==> src/rtl/inst_pipe.sv <==
// inst_pipe: PC register and IF/ID..MEM/WB instruction/PC pipeline with stall and retire counters
module inst_pipe #(
    parameter logic [31:0] RESET_PC = 32'h0000_3000,
    parameter logic [31:0] NOP      = 32'h0000_0000
) (
    input  logic        clk,
    input  logic        reset,
    input  logic        stall,
    input  logic        npc_sel,
    input  logic [31:0] npc,
    input  logic [31:0] im_instr,
    output logic [31:0] pc,
    output logic [31:0] if_id_I,
    output logic [31:0] id_ex_I,
    output logic [31:0] ex_mem_I,
    output logic [31:0] mem_wb_I,
    output logic [31:0] if_id_pc,
    output logic [31:0] id_ex_pc,
    output logic [31:0] ex_mem_pc,
    output logic [31:0] mem_wb_pc,
    output logic [31:0] stall_cnt,
    output logic [31:0] retire_cnt
);
    logic [31:0] r_pc, r_if_id_I, r_id_ex_I, r_ex_mem_I, r_mem_wb_I;
    logic [31:0] r_if_id_pc, r_id_ex_pc, r_ex_mem_pc, r_mem_wb_pc;
    logic [31:0] r_stall_cnt, r_retire_cnt;
    logic [31:0] w_next_pc;

    // redirect target is word-aligned; no flush, so the delay slot enters IF/ID normally
    always_comb w_next_pc = npc_sel ? {npc[31:2], 2'b00} : r_pc + 32'd4;

    // fetch side: PC and IF/ID freeze on stall
    always_ff @(posedge clk) begin
        if (reset) begin
            r_pc       <= RESET_PC;
            r_if_id_I  <= NOP;
            r_if_id_pc <= '0;
        end else if (!stall) begin
            r_pc       <= w_next_pc;
            r_if_id_I  <= im_instr;
            r_if_id_pc <= r_pc;
        end
    end

    // ID/EX takes a bubble on stall; later stages always advance
    always_ff @(posedge clk) begin
        if (reset) begin
            r_id_ex_I   <= NOP;
            r_id_ex_pc  <= '0;
            r_ex_mem_I  <= NOP;
            r_ex_mem_pc <= '0;
            r_mem_wb_I  <= NOP;
            r_mem_wb_pc <= '0;
        end else begin
            r_id_ex_I   <= stall ? NOP : r_if_id_I;
            r_id_ex_pc  <= stall ? '0 : r_if_id_pc;
            r_ex_mem_I  <= r_id_ex_I;
            r_ex_mem_pc <= r_id_ex_pc;
            r_mem_wb_I  <= r_ex_mem_I;
            r_mem_wb_pc <= r_ex_mem_pc;
        end
    end

    // performance counters: stalled cycles and non-bubble words leaving WB
    always_ff @(posedge clk) begin
        if (reset) begin
            r_stall_cnt  <= '0;
            r_retire_cnt <= '0;
        end else begin
            r_stall_cnt  <= r_stall_cnt + {31'd0, stall};
            r_retire_cnt <= r_retire_cnt + {31'd0, r_mem_wb_I != NOP};
        end
    end

    assign pc         = r_pc;
    assign if_id_I    = r_if_id_I;
    assign id_ex_I    = r_id_ex_I;
    assign ex_mem_I   = r_ex_mem_I;
    assign mem_wb_I   = r_mem_wb_I;
    assign if_id_pc   = r_if_id_pc;
    assign id_ex_pc   = r_id_ex_pc;
    assign ex_mem_pc  = r_ex_mem_pc;
    assign mem_wb_pc  = r_mem_wb_pc;
    assign stall_cnt  = r_stall_cnt;
    assign retire_cnt = r_retire_cnt;
endmodule

==> config.mk <==
export PLATFORM = sky130hd
export DESIGN_NAME = inst_pipe
export DESIGN_NICKNAME = d
export VERILOG_FILES = /design/src/rtl/inst_pipe.sv
export SDC_FILE = /design/constraint.sdc
export NUM_CORES = 1
export LEC_CHECK = 0
export CAP_MARGIN = 20
export CORE_AREA = 2 2 162 164
export DETAILED_ROUTE_END_ITERATION = 16
export DIE_AREA = 0 0 164 166
export PLACE_DENSITY = 0.85
export SLEW_MARGIN = 25
export SYNTH_ARGS = -nofsm -noshare
export SYNTH_HDL_FRONTEND = slang
export SYNTH_SLANG_ARGS = --single-unit
==> constraint.sdc <==
create_clock -name clk -period 4.6 [get_ports clk]
set_input_delay 0.69 -clock clk [delete_from_list [all_inputs] [get_ports clk]]
set_output_delay 0.69 -clock clk [all_outputs]
set_load 0.01 [all_outputs]
Word-level counts from Yosys, hierarchy flattened
Index checks and enable logic that the tools add are counted.
W data, S select, Z words.
{ "word_totals": {"output_inout_bits": 352, "register_bits": 352, "input_bits": 68} }
{ "op_classes": {"reduce_logical": 2, "mux": 1, "addsub": 3} }
{ "op_table": {"columns": ["cell", "n"], "rows": [
  ["$add A32 B1 Y32", 2],
  ["$add A32 B3 Y32 const B", 1],
  ["$mux W32", 1],
  ["$reduce_bool A32 Y1", 1],
  ["$reduce_or A2 Y1", 1]
]} }

Longest topological paths before layout
Gate-level depths: netlist of run 1.
{ "logic_depth": {"word_depth": 2, "mapped_depth": 10} }

Worst setup path before layout of run 1
No wires, ideal clock.
{ "synth_timing": {"kind": "input to register", "from": "in stall", "to": "reg r_stall_cnt[28] (netlist: stall_cnt[28])", "cell_stages": 7, "arrival_time_ns": 2.287, "path_slack_ns": 2.243, "required_ns": 4.530, "setup_ns": 0.070, "path_cell_list": "ha_1 > ha_1 > nand2_1 > or4_1 > clkbuf_1 > or4_1 > a21oi_1"} }
{ "synth_via": {"elab_chain_len": 1} }
{ "synth_lines": {"columns": ["element", "line", "rtl"], "rows": [
  ["start, declared", "8", "input logic stall,"],
  ["$add A32 B1 Y32", "70", "r_stall_cnt <= r_stall_cnt + {31'd0, stall};"],
  ["end signal, assigned", "70", null],
  ["end, declared", "26", "logic [31:0] r_stall_cnt, r_retire_cnt;"]
]} }
Every way passes these cells.
A chain may end at the register's enable or synchronous reset.

Worst setup path in the final report of run 1
{ "layout_timing": {"from": "reg r_mem_wb_I[6] (netlist: mem_wb_I[6])", "to": "reg r_retire_cnt[18] (netlist: retire_cnt[18])"} }
{ "layout_via": {"elab_chain_len": 2} }
{ "layout_lines": {"columns": ["element", "line", "rtl"], "rows": [
  ["start, declared", "24", "logic [31:0] r_pc, r_if_id_I, r_id_ex_I, r_ex_mem_I, r_mem_wb_I;"],
  ["start signal, assigned", "59", "r_mem_wb_I <= r_ex_mem_I;"],
  ["$reduce_bool A32 Y1", "71", "r_retire_cnt <= r_retire_cnt + {31'd0, r_mem_wb_I != NOP};"],
  ["$add A32 B1 Y32", "71", null],
  ["end signal, assigned", "71", null],
  ["end, declared", "26", null]
]} }
Every way passes these cells.

==> out/qor.yml, run 1 <==
core_um2: 25600
die_w_um: 164
gp_congestion: 0.920
post-route-util: 0.689
drt_wl_total_um: 36900
area_growth_pct: 43.3
htree_levels: 2
hold_end: "mem_wb_pc[21]$_SDFF_PP0_"
hp-class: "register to register"
leakagePower_nw: 6.50
portBuffers: 407
ys_seq_area_frac: 0.556
tightest_slew_ns: 1.06
fp.dieH_um: 166
cts-buffers-inserted: 36
synth_flop_cell: "dfxtp_1"
routed_via_density: 5.41
routed-via-count: 10700
placed_area_um2: 16500
cts_tree: "yes"
grt_use_total: 0.264
slew_headroom: 0.292
hold_viol: 0
drv_cap: 0
slew_violations: 0
drive_gt1_frac: 0.0488
yosysWarnings: 0
r2r_cells: 9
synth.avg_cell_area_um2: 9.94
final_cell_area_um2: 17700
drc_errors: 0
fin_crit_sh: 0.610
ys_types: 63
cts_hold_buf: 0
holdPathStages: 1
start_kind: "register"
grt_max_degree: 153
rsz0062_at_grt: "no"
drtAntennaViolNets: 0
die_area_um2: 27200
fill_cells: 1881
irDropWorstVdd_v: 0.000295
crit_path_frequent_cell: "ha_1"
yosysTopAreaCell: "dfxtp_1"
path_delay_family: "simple AND/OR/NAND/NOR gates"
syn_area_um2: 12300
overflow: 0
max_stage_delay_ns: 0.49
synth-edff-count: 0
synthArstFlopShare: 0
clkSinkCount: 342
r2r-end: "retire_cnt[18]$_SDFF_PP0_"
first_pass_iters: 8
nNetsFinal: 1686
path_cells: "nor4_1 -> nand4_1 -> or2_2 -> ha_1 -> ha_1 -> and4_1 -> nand2_1 -> or4_1 -> a21oi_1"
wl_per_cell_um: 18.7
synth_seq_cells: 342
cts.clk_slew.worst_paths_ns: 0.06
skew_ns: 0.0164
cts_setup_buffers: 0
clock_latency_ns: 0.52
ctsResizeCount: 0
boundaryPins: 420
netlist.area_leader.share: 0.556
cts_root_buf: "clkbuf_16"
synth_area_leaders: "dfxtp_1 (56%), nor2b_1 (6.7%), mux2i_1 (5.1%), nor2_1 (3.4%), and2_1 (3.2%)"
hp-start: "ex_mem_pc[21]$_SDFF_PP0_"
ff2ff_setup_slack_ns: 1.80
drt_iter0_markers: 1088
core.rowCount: 59
outcome: "finished, final reports clean"
final.min_clock_period_ns: 2.80
finalSetupTns_ns: 0
cp_num_buf_inv: 0
start_util: 0.481
crit_required_ns: 4.94
arrival_ns: 3.14
postSynthCellCount: 1240
antenna_found_initial: 1
grt_pass1_vias: 10300
p_per_area_nw_per_um2: 364
post-dp-hpwl_um: 26000
crit_fanout: 10
max_freq_ghz: 0.357
r2r_start: "mem_wb_I[6]$_SDFF_PP0_"
grt_pass1_wl_um: 57300
end_kind: "register"
max-clock-path-buffers: 3
finalSetupViolCount: 0
critPathSlowestCell: "nor4_1"
path_class: "register to register"
[synth_stat cells, types with 11 or more instances]
| library cell | n |
|---|---|
| nand4_1 | 30 |
| nand2_1 | 52 |
| dfxtp_1 | 342 |
| a21oi_1 | 47 |
| o21ai_0 | 19 |
| and2_1 | 64 |
| o31ai_1 | 27 |
| and3_1 | 14 |
| buf_4 | 11 |
| clkbuf_1 | 50 |
| a22oi_1 | 11 |
| nor2_1 | 112 |
| or3_1 | 11 |
| nor2b_1 | 132 |
| nor4_1 | 22 |
| xor2_1 | 15 |
| or4_1 | 35 |
| a31oi_1 | 12 |
| mux2i_1 | 63 |
| nand3_1 | 38 |
| nor3_1 | 18 |
[worst max-delay path by stage]
stage | startpoint | to | slack (ns) | depth (start not counted)
2_1_floorplan | stall | stall_cnt[28]$_SDFF_PP0_ | 2.24 | 7
3_3_place_gp | reset | pc[17]$_SDFFE_PP0N_ | 1.77 | 5
3_5_place_dp | stall | stall_cnt[26]$_SDFF_PP0_ | 1.72 | 7
4_1_cts | mem_wb_I[6]$_SDFF_PP0_ | retire_cnt[24]$_SDFF_PP0_ | 1.82 | 9
5_1_grt | mem_wb_I[6]$_SDFF_PP0_ | retire_cnt[24]$_SDFF_PP0_ | 1.72 | 9
6_report | mem_wb_I[6]$_SDFF_PP0_ | retire_cnt[18]$_SDFF_PP0_ | 1.80 | 9
[kinds of logic after synthesis]
| family | after synthesis | share of synthesized area |
|---|---|---|
| xor gates and xnor gates | 25 | 0.0178 |
| adders and majority gates | 5 | 0.00508 |
| buffers and inverters | 98 | 0.0387 |
| DFF | 342 | 0.556 |
| muxes | 66 | 0.0539 |
| AOI/OAI and AO/OA | 147 | 0.0770 |
| other | 1 | 0.000304 |
| and+or+nand+nor | 556 | 0.252 |
[state kept, by name (all words and copies together), names as in the netlist, 32 cells and up]
register    flops
ex_mem_I       32
id_ex_I        32
if_id_I        32
mem_wb_I       32
retire_cnt     32
stall_cnt      32
[per-stage QoR]
| stage | worst slack (ns) | hold WS (ns) | instances | power [mW] |
|---|---|---|---|---|
| after floorplan | 2.24 | 0.492 | 1249 | 3.35 |
| after global placement | 1.77 | 0.443 | 1910 | 3.58 |
| after detailed placement | 1.72 | 0.448 | 1910 | 3.59 |
| after CTS | 1.82 | 0.460 | 1973 | 6.47 |
| after global routing | 1.72 | 0.471 | 1974 | 6.63 |
| final | 1.80 | 0.460 | 1974 | 6.43 |
[layout by cell type, fill, tap and decap left out, drive strengths merged, types with 35 or more instances in the layout]
master and n:
nand2 52, mux2i 63, nor2 112, and2 65
nand3 39, or4 35, clkbuf 53, nor2b 132
dfxtp 342, clkdlybuf4s50 405, a21oi 47
[power by group]
| part | switching, mW | internal [mW] | leakage (nW) |
|---|---|---|---|
| sequential | 0.0714 | 3.03 | 2.77 |
| clock | 1.15 | 1.75 | 0.585 |
| combinational | 0.209 | 0.225 | 3.14 |
[area by class of cell]
class                   count  area [um2]  area share
flip-flops and latches    342        6850       0.388
diodes                      1        2.50    0.000142
clock inverters            11         141     0.00801
multi-input cells         809        5040       0.286
well taps                 335         419      0.0237
repair buffers            413        4120       0.233
inverters                  11        41.3     0.00234
clock buffers              52        1040      0.0590
[routing by layer]
metal,GRT usage,wire [um],up-vias,part of all wire
li1,-,-,5050,-
met1,0.322,14200,4986,0.39
met2,0.438,17800,524,0.48
met3,0.0619,3080,121,0.084
met4,0.126,1760,0,0.048
met5,0,0,-,0
Note: power is estimated with default switching activity, not from simulation.
==> inputs of run 2 (changes only) <==
--- a/config.mk
+++ b/config.mk
@@ -6,10 +6,9 @@
 export NUM_CORES = 1
 export LEC_CHECK = 0
 export CAP_MARGIN = 20
-export CORE_AREA = 2 2 162 164
+export CORE_UTILIZATION = 41
 export DETAILED_ROUTE_END_ITERATION = 16
-export DIE_AREA = 0 0 164 166
-export PLACE_DENSITY = 0.85
+export PLACE_DENSITY = 0.76
 export SLEW_MARGIN = 25
 export SYNTH_ARGS = -nofsm -noshare
 export SYNTH_HDL_FRONTEND = slang
==> constraint.sdc (replaced) <==
create_clock -name clk -period 2.51 [get_ports clk]
set_input_delay 0.3765 -clock clk [delete_from_list [all_inputs] [get_ports clk]]
set_output_delay 0.3765 -clock clk [all_outputs]
set_load 0.01 [all_outputs]
==> run 2 against run 1 <==
Highest routed layer unchanged. Non-clock buffer count increased by 39. Count of clock-buffer cells in the layout increased by 6. Total power increased by 85%.
==> out/qor.yml, run 2 (synthesis results as in run 1) <==
outcome: "finished, final reports clean"  # unchanged
antenna_found_initial: 3  # was 1
cts_root_buf: "clkbuf_16"  # unchanged
post-dp-hpwl_um: 26400  # was 26000 um
routed_via_density: 5.14  # was 5.41
max_freq_ghz: 0.428  # was 0.357 GHz
cp-startpoint: "mem_wb_I[0]$_SDFF_PP0_"  # was mem_wb_I[6]$_SDFF_PP0_
max-clock-path-buffers: 3  # unchanged
end_kind: "register"  # unchanged
arrival_ns: 2.77  # was 3.14 ns
routed-via-count: 10700  # about the same
tightest_slew_ns: 0.588  # was 1.06 ns
clock_latency_ns: 0.51  # was 0.52 ns
grt_max_degree: 112  # was 153
irDropWorstVdd_v: 0.000578  # was 0.000295 V
crit_fanout: 10  # unchanged
htree_levels: 2  # unchanged
drive_gt1_frac: 0.0756  # was 0.0488
die_area_um2: 30800  # was 27200 um2
final_common_cell: "clkdlybuf4s50_1"  # unchanged
first_pass_iters: 5  # was 8
r2r_start: "mem_wb_I[0]$_SDFF_PP0_"  # was mem_wb_I[6]$_SDFF_PP0_
gp_congestion: 0.878  # was 0.920
grt_pass1_vias: 10100  # was 10300
p_per_area_nw_per_um2: 656  # was 364 nW/um2
finalSetupTns_ns: 0  # unchanged
dp_cells: 2003  # was 1910
drt_wl_total_um: 36600  # was 36900 um
wl_per_cell_um: 17.6  # was 18.7 um
start_util: 0.416  # was 0.481
clkSinkCount: 342  # unchanged
grt_use_total: 0.228  # was 0.264
path_class: "register to register"  # unchanged
core_um2: 29600  # was 25600 um2
p_total_mw: 11.9  # was 6.43 mW
finalSetupViolCount: 0  # unchanged
cts_tree: "yes"  # unchanged
hp-start: "reset"  # was ex_mem_pc[21]$_SDFF_PP0_
hold_viol: 0  # unchanged
slew_violations: 0  # unchanged
leakagePower_nw: 6.72  # was 6.50 nW
hp-class: "primary input to register"  # was register to register
cts-buffers-inserted: 37  # was 36
drv_cap: 0  # unchanged
grt_pass1_wl_um: 55700  # was 57300 um
fp.dieH_um: 175  # was 166 um
rsz0062_at_grt: "yes"  # was no
final_cell_mix: "clkdlybuf4s50_1 (405), dfxtp_1 (342), nor2b_1 (132), nor2_1 (111), and2_1 (65)"  # was clkdlybuf4s50_1 (405), dfxtp_1 (342), nor2b_1 (131), nor2_1 (111), and2_1 (64)
skew_ns: 0.0146  # was 0.0164 ns
die_w_um: 175  # was 164 um
crit_required_ns: 2.94  # was 4.94 ns
slew_headroom: 0.604  # was 0.292
overflow: 0  # unchanged
boundaryPins: 420  # unchanged
core.rowCount: 63  # was 59
area_growth_pct: 47.4  # was 43.3%
start_kind: "register"  # unchanged
portBuffers: 407  # unchanged
fin_crit_sh: 0.930  # was 0.610
drt_iter0_markers: 609  # was 1088
final.min_clock_period_ns: 2.34  # was 2.80 ns
nNetsFinal: 1726  # was 1686
cts.clk_slew.worst_paths_ns: 0.06  # about the same
drtAntennaViolNets: 0  # unchanged
cts_hold_buf: 0  # unchanged
drc_errors: 0  # unchanged
layout.cells.non_filler: 2073  # was 1974
## run 2: cell types whose count changed in the layout (fill, tap and decap cells not counted), sizes merged
cell / previous run / this run
clkinvlp: 0 / 2
diode: 1 / 3
buf: 7 / 46
bufinv: 3 / 2
clkinv: 6 / 4
inv: 13 / 11
clkbuf: 53 / 59
## run 2: cell type report
cell class | instances | area (um2)
tap | 390 | 488
fill | 2454 | 11500
sequential | 342 | 6850
inverter | 11 | 41.3
antenna | 3 | 7.51
multi-input combinational | 809 | 5090
clock inverter | 8 | 106
clock buffer | 58 | 1120
timing repair buffer | 452 | 4460
## run 2: repair_timing
action | CTS | global route
pin swaps | 1 | 2
setup buffers | 0 | 1
setup endpoints to repair | 8 | 15
resized for setup | 8 | 6
## run 2: worst paths after layout
check,end,slack [ns],cells after the start
worst min-delay path,mem_wb_pc[28]$_SDFF_PP0_,0.19,2
worst max-delay path,retire_cnt[22]$_SDFF_PP0_,0.17,10
worst min register to register,ex_mem_pc[2]$_SDFF_PP0_,0.45,1
worst max register to register,retire_cnt[22]$_SDFF_PP0_,0.17,10
## run 2: metrics by stage
stage | util | setup slack (ns) | instance area [um2] | hold slack, ns
2_1_floorplan | - | 0.233 | 12400 | 0.492
4_1_cts | 0.612 | 0.0526 | 18100 | 0.185
5_1_grt | 0.613 | -0.0230 | 18200 | 0.183
6_report | 0.613 | 0.175 | 18200 | 0.191
3_5_place_dp | 0.569 | -0.104 | 16900 | 0.447
3_3_place_gp | 0.569 | 0.00595 | 16900 | 0.441
## run 2: worst max-delay path, cell delays in order, from the launching register on
cell,delay [ns]
dfxtp_1,0.35
nor4_2,0.06
buf_4,0.13
nand4_1,0.13
or2_4,0.14
ha_1,0.18
ha_2,0.20
and4_4,0.29
nand2_2,0.13
or4_1,0.50
a21oi_1,0.17
## run 2: power breakdown
part,switching [mW],internal (mW)
combinational,0.411,0.447
clock,2.14,3.27
sequential,0.108,5.55
## run 2: metal layers
layer	GRT usage	wire length [um]
met3	0.0615	2910
met1	0.272	14700
met5	0	0
met4	0.103	1580
met2	0.383	17400
